$ cat src/rtl/can_tx_stuffer.sv
// can_tx_stuffer: serialises a word as SOF + data + CRC-15 + delimiter with CAN bit stuffing,
// advancing one bus bit per bit_tick.
module can_tx_stuffer #(
    parameter int          NBITS     = 32,
    parameter logic [14:0] CRC_POLY  = 15'h4599,
    parameter int          STUFF_RUN = 5
) (
    input  logic             clk,
    input  logic             reset,
    input  logic             start,
    input  logic [NBITS-1:0] data_in,
    input  logic             bit_tick,
    output logic             tx_bit,
    output logic             busy,
    output logic             done,
    output logic [14:0]      crc_out,
    output logic [5:0]       stuff_cnt
);
    localparam int CW = $clog2(NBITS + 15);
    localparam int RW = $clog2(STUFF_RUN + 1);

    typedef enum logic [2:0] {IDLE, SOF, DATA, CRC, DELIM} state_t;

    state_t           state_q;
    logic [NBITS-1:0] data_q;
    logic [CW-1:0]    cnt_q;
    logic [14:0]      crc_q, crc_out_q, crc_d;
    logic [RW-1:0]    run_q;
    logic [5:0]       stuff_q;
    logic             last_q, tx_q, busy_q, done_q;
    logic             nbit, stuff_now;

    // nbit is the next frame bit; a pending stuff bit pre-empts it without consuming it
    always_comb begin
        nbit      = state_q == DATA ? data_q[NBITS-1] : state_q == CRC ? crc_q[14] : state_q != SOF;
        stuff_now = run_q == RW'(STUFF_RUN) && (state_q == DATA || state_q == CRC || state_q == DELIM);
        crc_d     = {crc_q[13:0], 1'b0} ^ ((nbit ^ crc_q[14]) ? CRC_POLY : 15'h0);
    end

    always_ff @(posedge clk or negedge reset) begin
        if (!reset) begin
            state_q   <= IDLE;
            data_q    <= '0;
            cnt_q     <= '0;
            crc_q     <= '0;
            crc_out_q <= '0;
            run_q     <= '0;
            stuff_q   <= '0;
            last_q    <= 1'b0;
            tx_q      <= 1'b1;
            busy_q    <= 1'b0;
            done_q    <= 1'b0;
        end else begin
            done_q <= 1'b0;
            if (state_q == IDLE) begin
                if (start && !busy_q) begin
                    data_q    <= data_in;
                    crc_q     <= '0;
                    crc_out_q <= '0;
                    stuff_q   <= '0;
                    run_q     <= '0;
                    last_q    <= 1'b0;
                    busy_q    <= 1'b1;
                    state_q   <= SOF;
                end
            end else if (bit_tick) begin
                if (stuff_now) begin
                    tx_q    <= ~last_q;
                    last_q  <= ~last_q;
                    run_q   <= RW'(1);
                    stuff_q <= stuff_q + 6'd1;
                end else begin
                    tx_q   <= nbit;
                    last_q <= nbit;
                    run_q  <= (state_q != SOF && nbit == last_q) ? run_q + RW'(1) : RW'(1);
                    case (state_q)
                        SOF: begin
                            crc_q   <= crc_d;
                            cnt_q   <= CW'(NBITS - 1);
                            state_q <= DATA;
                        end
                        DATA: begin
                            crc_q  <= crc_d;
                            data_q <= data_q << 1;
                            if (cnt_q == '0) begin
                                crc_out_q <= crc_d;
                                cnt_q     <= CW'(14);
                                state_q   <= CRC;
                            end else begin
                                cnt_q <= cnt_q - CW'(1);
                            end
                        end
                        CRC: begin
                            crc_q   <= {crc_q[13:0], 1'b0};
                            cnt_q   <= cnt_q - CW'(1);
                            state_q <= cnt_q == '0 ? DELIM : CRC;
                        end
                        DELIM: begin
                            busy_q  <= 1'b0;
                            done_q  <= 1'b1;
                            state_q <= IDLE;
                        end
                        default: ;
                    endcase
                end
            end
        end
    end

    assign tx_bit    = tx_q;
    assign busy      = busy_q;
    assign done      = done_q;
    assign crc_out   = crc_out_q;
    assign stuff_cnt = stuff_q;
endmodule
$ cat config.mk
export PLATFORM = sky130hd
export DESIGN_NAME = can_tx_stuffer
export DESIGN_NICKNAME = d
export VERILOG_FILES = /design/src/rtl/can_tx_stuffer.sv
export SDC_FILE = /design/constraint.sdc
export NUM_CORES = 1
export LEC_CHECK = 0
export ABC_AREA = 1
export CELL_PAD_IN_SITES_DETAIL_PLACEMENT = 0
export CELL_PAD_IN_SITES_GLOBAL_PLACEMENT = 1
export CORE_UTILIZATION = 40
export DETAILED_ROUTE_END_ITERATION = 7
export HOLD_SLACK_MARGIN = 0.03
export PLACE_DENSITY_LB_ADDON = 0.1
export SYNTH_ARGS = -nofsm -noshare
export SYNTH_HDL_FRONTEND = slang
export SYNTH_SLANG_ARGS = --single-unit
$ cat constraint.sdc
create_clock -name clk -period 2.1 [get_ports clk]
set_input_delay 0.42 -clock clk [delete_from_list [all_inputs] [get_ports clk]]
set_output_delay 0.42 -clock clk [all_outputs]
set_load 0.005 [all_outputs]
== Word-level counts from Yosys, hierarchy flattened ==
Index checks and enable logic that the tools add are counted.

* Register bits after elaboration: 84
* Input port bits: 36
* Output and inout bits: 24
* Word-level logic and storage cells: 104

* $add $sub $neg: 3
* Eq/ne operators: 10
* Muxes and demuxes: 49
* Bitwise operators: 5
* Reduce and logical (&&, ||, !) cells: 26

{| class="wikitable"
|+ Operators with widths
! cell !! count
|-
| 2-to-1 mux 32 bit || 5
|-
| 2-to-1 mux 15 bit || 10
|-
| 2-to-1 mux 3 bit || 11
|-
| 2-to-1 mux 6 bit || 5
|-
| case mux 15 bit (2 select lines) || 1
|-
| case mux 6 bit (3 select lines) || 1
|-
| AND reduction 4 bit || 4
|-
| 2-to-1 mux 1 bit || 15
|-
| bitwise XOR 15 bit || 1
|-
| case mux 3 bit (4 select lines) || 1
|-
| AND reduction 5 bit || 2
|-
| nonzero test 2 bit || 5
|-
| adder 6 x 1 -> 6 bit, second input constant || 1
|-
| equality test 3 x 2 -> 1 bit, second input constant || 2
|-
| equality test 3 bit, second input constant || 2
|-
| zero test 6 bit || 1
|-
| inequality test 3 x 1 -> 1 bit, second input constant || 2
|-
| nonzero test 3 bit || 2
|-
| subtractor 6 x 1 -> 6 bit, second input constant || 1
|-
| nonzero test 5 bit || 1
|-
| inequality test 2 x 1 -> 1 bit, second input constant || 2
|-
| AND reduction 2 bit || 2
|-
| adder 3 x 1 -> 3 bit, second input constant || 1
|-
| equality test 3 x 1 -> 1 bit, second input constant || 1
|-
| 9 further kinds || 14
|}

== Depth between registers and ports, before layout ==
Gate-level depths: netlist (run 1).

* Depth after elaboration: 11
* Mapped depth: 10
* Gate-level depth less buffers: 10

== Worst setup path before layout (run 1) ==
OpenSTA, ideal clock, no wires.

* Kind: register to register
* From: reg state_q[0]
* To: reg data_q[10]
* Setup time: 121 ps
* Arrival: 1,435 ps
* Data required time: 1,979 ps
* Setup slack: 544 ps
* Cell stages (with the launch flop): 9
* Path buffers: 2
* Period minus slack after synthesis: 1,556 ps
* Path through: dfrtp_1 buf_4 nor2_4 nand4_1 nand2_4 nand3_4 nor2_4 buf_2 o21ai_1

* Word-level cells in the longest chain between the ends: 6
* Elaborated cells between the ends (all ways): 13
* Classes of those cells: eq/ne (5); mux (1); reduce/logical (7)

{| class="wikitable"
|+ Ends and longest elaborated chain
! element !! line !! RTL
|-
| from (decl) || 24 || <nowiki>state_t state_q;</nowiki>
|-
| from (signal assigned) || 96 || <nowiki>state_q <= cnt_q == '0 ? DELIM : CRC;</nowiki>
|-
| equality test 3 x 2 -> 1 bit, on equally long branches || 36, 76 ||
|-
| logical OR 1 bit (2 in series) || 36 || <nowiki>stuff_now = run_q == RW'(STUFF_RUN) && (state_q == DATA || state_q == CRC || state_q == DELIM);</nowiki>
|-
| logical AND 1 bit || 36 ||
|-
| inequality test 2 x 1 -> 1 bit (no source line) || -- ||
|-
| AND reduction 4 bit (no source line) || -- ||
|-
| to (signal assigned) || 57 || <nowiki>data_q <= data_in;</nowiki>
|-
| to (signal assigned) || 84 || <nowiki>data_q <= data_q << 1;</nowiki>
|-
| to (decl) || 25 || <nowiki>logic [NBITS-1:0] data_q;</nowiki>
|}

Several ways; a longest one is shown, not always the timed one.
A chain may end at the register's enable or synchronous reset.

== Worst setup path after layout (run 1) ==
* From: reg cnt_q[0]
* To: reg crc_out_q[13], in the netlist crc_out[13]

* Word-level cells in the longest chain between the ends: 3

{| class="wikitable"
|+ Ends and longest elaborated chain
! element !! line !! RTL
|-
| from (decl) || 26 || <nowiki>logic [CW-1:0] cnt_q;</nowiki>
|-
| from (signal assigned) || 79 || <nowiki>cnt_q <= CW'(NBITS - 1);</nowiki>
|-
| from (signal assigned) || 90 || <nowiki>cnt_q <= cnt_q - CW'(1);</nowiki>
|-
| from (signal assigned) || 95 || <nowiki>cnt_q <= cnt_q - CW'(1);</nowiki>
|-
| zero test 6 bit || 85 || <nowiki>if (cnt_q == '0) begin</nowiki>
|-
| nonzero test 2 bit (no source line) || -- ||
|-
| AND reduction 5 bit (no source line) || -- ||
|-
| to (signal assigned) || 86 || <nowiki>crc_out_q <= crc_d;</nowiki>
|-
| to (decl) || 27 || <nowiki>logic [14:0] crc_q, crc_out_q, crc_d;</nowiki>
|}

Every way passes these cells.

==> summary.md, run 1 <==
| Metric | Value |
|---|---|
| Result of the run | finished, final reports clean |
| Leakage power | 2.459 nW |
| Setup repair after global routing missed its margin | no |
| CTS Buf Count | 9 |
| Num Clock Sinks | 84 |
| Accumulated negative setup slack | 0 ps |
| CTS max path bufs | 2 |
| Cell count after synthesis | 524 |
| Met3 Routed Length | 370 µm |
| Number of max-cap violations | 0 |
| Initial detailed-routing violation count | 179 |
| Vias in the first global route | 3411 |
| Area contributors post-synth | sky130_fd_sc_hd__dfrtp_1 (50%), sky130_fd_sc_hd__nand2_1 (14%), sky130_fd_sc_hd__o21ai_0 (8.1%), sky130_fd_sc_hd__inv_1 (5.7%), sky130_fd_sc_hd__nand3_1 (4.5%) |
| Drt via density | 4.858 |
| Wire length of the first global-routing pass | 15870 µm |
| Routed WL per cell | 12.33 µm |
| Worst slack at placement | 112.5 ps |
| Antenna Violating Nets Remaining | 0 |
| Endpoint required time on the critical path | 2350 ps |
| # H-tree levels | 3 |
| CP endpoint kind | flip-flop |
| Largest clock skew in the final design | 15.51 ps |
| Core region area | 0.009910 mm² |
| Highest metal layer used by the detailed router | met4 |
| Hold violation count in the final report | 0 |
| Overall via count from detail_route | 3532 |
| Quantity of I/O buffers inserted on ports | 59 |
| Worst vdd ir | 0.3391 mV |
| Pin count of the biggest net entering global routing | 63 |
| Post-Syn Nets | 564 |
| Met2 routed wirelength | 3973 µm |
| Post-detailed-routing wire length | 8965 µm |
| Seq cells post-synth | 84 |
| Final setup violating endpoints | 0 |
| Area of the mapped netlist | 0.004144 mm² |
| Leading area contributor after synthesis | sky130_fd_sc_hd__dfrtp_1 |
| Routed length on met1 | 4523 µm |
| Final setup slack of the worst path | 196.9 ps |
| Pin slew with the least headroom to its limit | 468.4 ps |
| Util after Layout | 52.21% |
| NumNets Final | 629 |
| Synthesized area per cell | 7.908 µm² |
| Endpoint arrival time on the critical path | 2160 ps |
| Startpoint class of the critical path | flip-flop |
| CTS tree | done |
| Yosys synthesis warning count | 0 |
| Tot Pwr | 3.151 mW |
| Final cycle utilization of the critical path | 90.62% |
| 1st-pass router iterations | 5 |
| Distinct cell type count after synthesis | 30 |
| Initial antenna violation count | 0 |
| Sequential cell area fraction in the yosys report | 50.75% |
| DP Area | 0.004926 mm² |
| Number of standard-cell rows in the floorplan | 36 |
| Area Growth Syn to Fin | 24.85% |
| Non-filler cells, final | 727 |
| Number of top-level pins | 60 |
| Final weighted congestion of routability-driven global placement | 0.7803 |
| F_max | 0.5255 GHz |
| Layout cells sized above 1 | 7.912% |
| Number of fill cells | 1017 |
| Cell area power density | 609.1 mW/mm² |
| Total placed cells including tap cells | 710 |
| Post-route cell area | 0.005174 mm² |
| Latest clock arrival within the worst-skew pair | 360 ps |
| Effective utilization at floorplan | 41.82% |
| Final Max Tran Viols | 0 |
| Die footprint | 0.01077 mm² |
| Height of the die | 103.8 µm |
| Worst hold-check slack | 484.0 ps |
| Die width | 103.8 µm |
| Worst slew margin relative to its limit | 68.77% |
| Total grt overflow | 0 |
| DP Wirelength | 6378 µm |
| Total Routing Usage GR | 18.12% |
| Antenna diode count | 0 |
| Fraction of synthesized cell area taken by the top area cell type | 50.12% |
| Most common cell after layout, fill and taps aside | sky130_fd_sc_hd__nand2_1 |
| Post-route DRC | 0 |
| Shortest clock period the worst path allows after layout | 1903 ps |
| Commonest cells after routing, fill and taps aside | sky130_fd_sc_hd__nand2_1 (158), sky130_fd_sc_hd__dfrtp_1 (83), sky130_fd_sc_hd__o21ai_0 (67) |
| Path class of the lowest-slack min-delay path | reg2reg |
| Max FO, Critical Path | 10 |
| Critical Setup Path Class | reg2reg |
| Worst-path clk slew | 90 ps |
| Cell chosen for the clock root | sky130_fd_sc_hd__clkbuf_8 |
-- cell type report --
cell class | count | area (µm²) | area share, %
clock buffers | 10 | 137.6 | 2.660
flip-flops and latches | 84 | 2103 | 40.65
multi-input cells | 354 | 1693 | 32.72
well taps | 133 | 166.4 | 3.216
repair buffers | 75 | 735.7 | 14.22
clock inverters | 6 | 93.84 | 1.814
inverters | 65 | 244.0 | 4.716
-- cells by family (layout without fill, tap and decap cells) --
family	count (synthesis)	count (layout)	share of synthesized area (%)
simple gates	233	233	24.18
compound gates	110	110	13.83
fa+ha+maj	4	4	1.208
xor+xnor	7	7	1.479
buf+inv	86	156	8.545
flops	84	84	50.75
-- worst paths after layout --
kind / startpoint / to / slack [ps] / depth (start not counted)
max: cnt_q[0]$_DFFE_PN0P_ / crc_out[13]$_DFFE_PN0P_ / 200 / 8
min: tx_bit$_DFFE_PN1P_ / tx_bit$_DFFE_PN1P_ / 480 / 2
max reg2reg: cnt_q[0]$_DFFE_PN0P_ / crc_out[13]$_DFFE_PN0P_ / 200 / 8
min reg2reg: tx_bit$_DFFE_PN1P_ / tx_bit$_DFFE_PN1P_ / 480 / 2
max in group asynchronous: reset / tx_bit$_DFFE_PN1P_ / 940 / 3
min in group asynchronous: reset / data_q[9]$_DFFE_PN0P_ / 550 / 2
-- state kept, by name, summed over array words and instances, names as in the netlist --
register   cells
data_q        32
crc_out       15
crc_q         15
cnt_q          6
stuff_cnt      6
run_q          3
state_q        3
busy           1
done           1
last_q         1
tx_bit         1
-- synthesized netlist by cell type --
cell                       count
sky130_fd_sc_hd__nor2_1       16
sky130_fd_sc_hd__nor2_4        2
sky130_fd_sc_hd__nand2_4       1
sky130_fd_sc_hd__nand2_2       5
sky130_fd_sc_hd__o21ai_1      28
sky130_fd_sc_hd__a22oi_1       2
sky130_fd_sc_hd__o21ai_0      67
sky130_fd_sc_hd__buf_2        10
sky130_fd_sc_hd__nand3_4       1
sky130_fd_sc_hd__nor2_2        1
sky130_fd_sc_hd__nand3_1      37
sky130_fd_sc_hd__clkbuf_1      5
sky130_fd_sc_hd__nor3b_1       2
sky130_fd_sc_hd__nand2_1     158
sky130_fd_sc_hd__o22ai_1       6
sky130_fd_sc_hd__inv_2         2
sky130_fd_sc_hd__buf_4         5
sky130_fd_sc_hd__dfrtp_1      83
sky130_fd_sc_hd__a21oi_1       2
sky130_fd_sc_hd__nor3_1        5
sky130_fd_sc_hd__nor3_2        1
sky130_fd_sc_hd__o31ai_1       3
sky130_fd_sc_hd__nand4_1       4
sky130_fd_sc_hd__inv_1        63
sky130_fd_sc_hd__xor2_1        4
sky130_fd_sc_hd__xnor2_1       3
sky130_fd_sc_hd__ha_1          4
sky130_fd_sc_hd__buf_1         1
sky130_fd_sc_hd__dfstp_2       1
sky130_fd_sc_hd__a31oi_1       2
-- metal layers --
metal | vias up | GRT usage (%)
li1 | 1823 | -
met1 | 1625 | 25.04
met2 | 73 | 29.29
met4 | 0 | 4.592
met5 | - | 0
met3 | 11 | 3.524
-- critical path, stage by stage (launching register included) --
cell	delay (ps)
sky130_fd_sc_hd__dfrtp_1	360
sky130_fd_sc_hd__inv_1	110
sky130_fd_sc_hd__ha_1	220
sky130_fd_sc_hd__nand4_1	200
sky130_fd_sc_hd__nand2_1	120
sky130_fd_sc_hd__nand2_1	260
sky130_fd_sc_hd__buf_4	280
sky130_fd_sc_hd__o21ai_0	180
sky130_fd_sc_hd__nand2_1	70
-- report_power, final --
| part | total [mW] | switching, mW | internal [mW] | leakage [nW] |
|---|---|---|---|---|
| Clock | 1.33 | 0.612 | 0.713 | 0.113 |
| Combinational | 0.180 | 0.0846 | 0.0951 | 1.41 |
| Sequential | 1.65 | 0.0135 | 1.63 | 0.933 |
| Total | 3.15 | 0.710 | 2.44 | 2.46 |
-- what timing repair did --
item / 4_1_cts / 5_1_grt
hold buffers: 1 / 0
setup endpoints to repair: 0 / 1
endpoints found under the hold margin: 11 / 0
buffers inserted: 0 / 0
resized for setup: 0 / 1
Power figures use the tool's default switching activity.
==> inputs of run 2 (changes only) <==
--- a/config.mk
+++ b/config.mk
@@ -8,6 +8,7 @@
 export ABC_AREA = 1
 export CELL_PAD_IN_SITES_DETAIL_PLACEMENT = 0
 export CELL_PAD_IN_SITES_GLOBAL_PLACEMENT = 1
+export CORE_MARGIN = 10
 export CORE_UTILIZATION = 40
 export DETAILED_ROUTE_END_ITERATION = 7
 export HOLD_SLACK_MARGIN = 0.03
==> run 2 against run 1 <==
Compared with the run above: first-iteration DRC count up 39%; non-clock buffer count down 1; routed wire length up 6.4%; sequential power about the same; power down 1.0%; design area up 0.12%; critical path type unchanged; largest power group unchanged.
==> summary.md, run 2 (same netlist as run 1, synthesis figures left out) <==
| Metric | Value |
|---|---|
| Post-route cell area | 0.005180 mm² (was 0.005174 mm²) |
| Leakage power | 2.455 nW (was 2.459 nW) |
| Number of standard-cell rows in the floorplan | 37 (was 36) |
| Pin count of the biggest net entering global routing | 45 (was 63) |
| Hold violation count in the final report | 0 (unchanged) |
| Post-route DRC | 0 (unchanged) |
| Final weighted congestion of routability-driven global placement | 0.8046 (was 0.7803) |
| Setup repair after global routing missed its margin | no (unchanged) |
| FF+latch area | 0.002103 mm² (unchanged) |
| Vias in the first global route | 3555 (was 3411) |
| Initial antenna violation count | 0 (unchanged) |
| Total grt overflow | 0 (unchanged) |
| DP Wirelength | 6977 µm (was 6378 µm) |
| Die footprint | 0.01483 mm² (was 0.01077 mm²) |
| Endpoint required time on the critical path | 2340 ps (was 2350 ps) |
| 1st-pass router iterations | 4 (was 5) |
| Latest clock arrival within the worst-skew pair | 350 ps (was 360 ps) |
| Num Clock Sinks | 84 (unchanged) |
| Antenna Violating Nets Remaining | 0 (unchanged) |
| Core region area | 0.01023 mm² (was 0.009910 mm²) |
| CTS Buf Count | 9 (unchanged) |
| Most common cell after layout, fill and taps aside | sky130_fd_sc_hd__nand2_1 (unchanged) |
| Cell area power density | 602.3 mW/mm² (was 609.1 mW/mm²) |
| Number of max-cap violations | 0 (unchanged) |
| Area Growth Syn to Fin | 25.00% (was 24.85%) |
| Routed WL per cell | 13.09 µm (was 12.33 µm) |
| Endpoint arrival time on the critical path | 2070 ps (was 2160 ps) |
| CP endpoint kind | flip-flop (unchanged) |
| Overall via count from detail_route | 3552 (was 3532) |
| Layout cells sized above 1 | 7.757% (was 7.912%) |
| Wire length of the first global-routing pass | 16880 µm (was 15870 µm) |
| DP Area | 0.004935 mm² (was 0.004926 mm²) |
| Final Max Tran Viols | 0 (unchanged) |
| Number of top-level pins | 60 (unchanged) |
| Accumulated negative setup slack | 0 ps (unchanged) |
| Pin slew with the least headroom to its limit | 427.1 ps (was 468.4 ps) |
| Worst vdd ir | 0.2606 mV (was 0.3391 mV) |
| Antenna diode count | 0 (unchanged) |
| Startpoint class of the critical path | flip-flop (unchanged) |
| Commonest cells after routing, fill and taps aside | sky130_fd_sc_hd__nand2_1 (157), sky130_fd_sc_hd__dfrtp_1 (83), sky130_fd_sc_hd__o21ai_0 (67) (was sky130_fd_sc_hd__nand2_1 (158), sky130_fd_sc_hd__dfrtp_1 (83), sky130_fd_sc_hd__o21ai_0 (67)) |
| Quantity of I/O buffers inserted on ports | 59 (unchanged) |
| Final cycle utilization of the critical path | 87.02% (was 90.62%) |
| Largest clock skew in the final design | 7.654 ps (was 15.51 ps) |
| Total Routing Usage GR | 13.65% (was 18.12%) |
| Final setup violating endpoints | 0 (unchanged) |
| Register with the most flip-flops | data_q (unchanged) |
| # H-tree levels | 3 (unchanged) |
| Total placed cells including tap cells | 712 (was 710) |
| Number of flip-flops under the largest register name | 32 (unchanged) |
| Height of the die | 121.8 µm (was 103.8 µm) |
| Drt via density | 4.872 (was 4.858) |
| Shortest clock period the worst path allows after layout | 1827 ps (was 1903 ps) |
| Number of fill cells | 1033 (was 1017) |
| Critical Setup Path Class | reg2reg (unchanged) |
| Effective utilization at floorplan | 40.50% (was 41.82%) |
| F_max | 0.5472 GHz (was 0.5255 GHz) |
| NumNets Final | 628 (was 629) |
| CTS tree | done (unchanged) |
| Multi-input logic area | 0.001695 mm² (was 0.001693 mm²) |
| Die width | 121.8 µm (was 103.8 µm) |
| Max FO, Critical Path | 11 (was 10) |
| Non-filler cells, final | 729 (was 727) |
| Path class of the lowest-slack min-delay path | reg2reg (unchanged) |
| Cell chosen for the clock root | sky130_fd_sc_hd__clkbuf_8 (unchanged) |
| Worst-path clk slew | 90 ps (about the same) |
| Post-detailed-routing wire length | 9543 µm (was 8965 µm) |
| Worst slew margin relative to its limit | 71.53% (was 68.77%) |
| CTS max path bufs | 2 (unchanged) |
| Result of the run | finished, final reports clean (unchanged) |
| Initial detailed-routing violation count | 249 (was 179) |
run 2: layout make-up:
cell class | count | area share, %
inverters | 65 | 4.710
flip-flops and latches | 84 | 40.60
well taps | 136 | 3.285
clock inverters | 5 | 1.643
multi-input cells | 354 | 32.73
repair buffers | 74 | 14.30
clock buffers | 11 | 2.729
run 2: final timing paths:
kind	slack, ps	startpoint	endpoint	cells past startpoint
worst min-delay path	480	tx_bit$_DFFE_PN1P_	tx_bit$_DFFE_PN1P_	2
min in group asynchronous	550	reset	data_q[10]$_DFFE_PN0P_	2
max in group asynchronous	980	reset	crc_q[3]$_DFFE_PN0P_	3
worst max-delay path	270	cnt_q[0]$_DFFE_PN0P_	crc_out[0]$_DFFE_PN0P_	8
worst max register to register	270	cnt_q[0]$_DFFE_PN0P_	crc_out[0]$_DFFE_PN0P_	8
worst min register to register	480	tx_bit$_DFFE_PN1P_	tx_bit$_DFFE_PN1P_	2
run 2: worst max-delay path, cell delays in order, from the launching register on:
cell and delay, ps:
sky130_fd_sc_hd__dfrtp_1 370, sky130_fd_sc_hd__inv_1 110, sky130_fd_sc_hd__ha_1 230, sky130_fd_sc_hd__nand4_1 200, sky130_fd_sc_hd__nand2_1 150, sky130_fd_sc_hd__nand2_2 180
sky130_fd_sc_hd__buf_4 220, sky130_fd_sc_hd__o21ai_0 180, sky130_fd_sc_hd__nand2_1 80
run 2: stage by stage:
step	power (mW)	setup slack (ps)	utilization [%]	hold WS, ps
6_report	3.120	272.5	50.63	484.9
5_1_grt	3.264	37.40	50.63	520.2
4_1_cts	3.175	82.05	50.54	491.7
3_5_place_dp	1.862	107.7	48.23	390.2
3_3_place_gp	1.857	128.0	48.23	396.1
2_1_floorplan	1.732	544.3	-	124.4
run 2: what timing repair did:
item                                    CTS  global route
buffers inserted                          0             0
hold buffers                              1             0
hold endpoints to repair                 28             0
resized for setup                         0             2
endpoints found under the setup margin    0            12
run 2: layer usage:
metal  share of wire (%)  routed length, µm  track usage, %
met5                   0                  0               0
met3                 5.6                531           4.302
met4                 1.3                123           3.428
met2                  45               4317           21.53
met1                  48               4571           17.79
run 2: power breakdown:
part / internal (mW) / leakage [nW] / switching (mW)
combinational: 0.0946 / 1.41 / 0.0863
clock: 0.707 / 0.110 / 0.586
sequential: 1.63 / 0.933 / 0.0136
total: 2.43 / 2.45 / 0.686
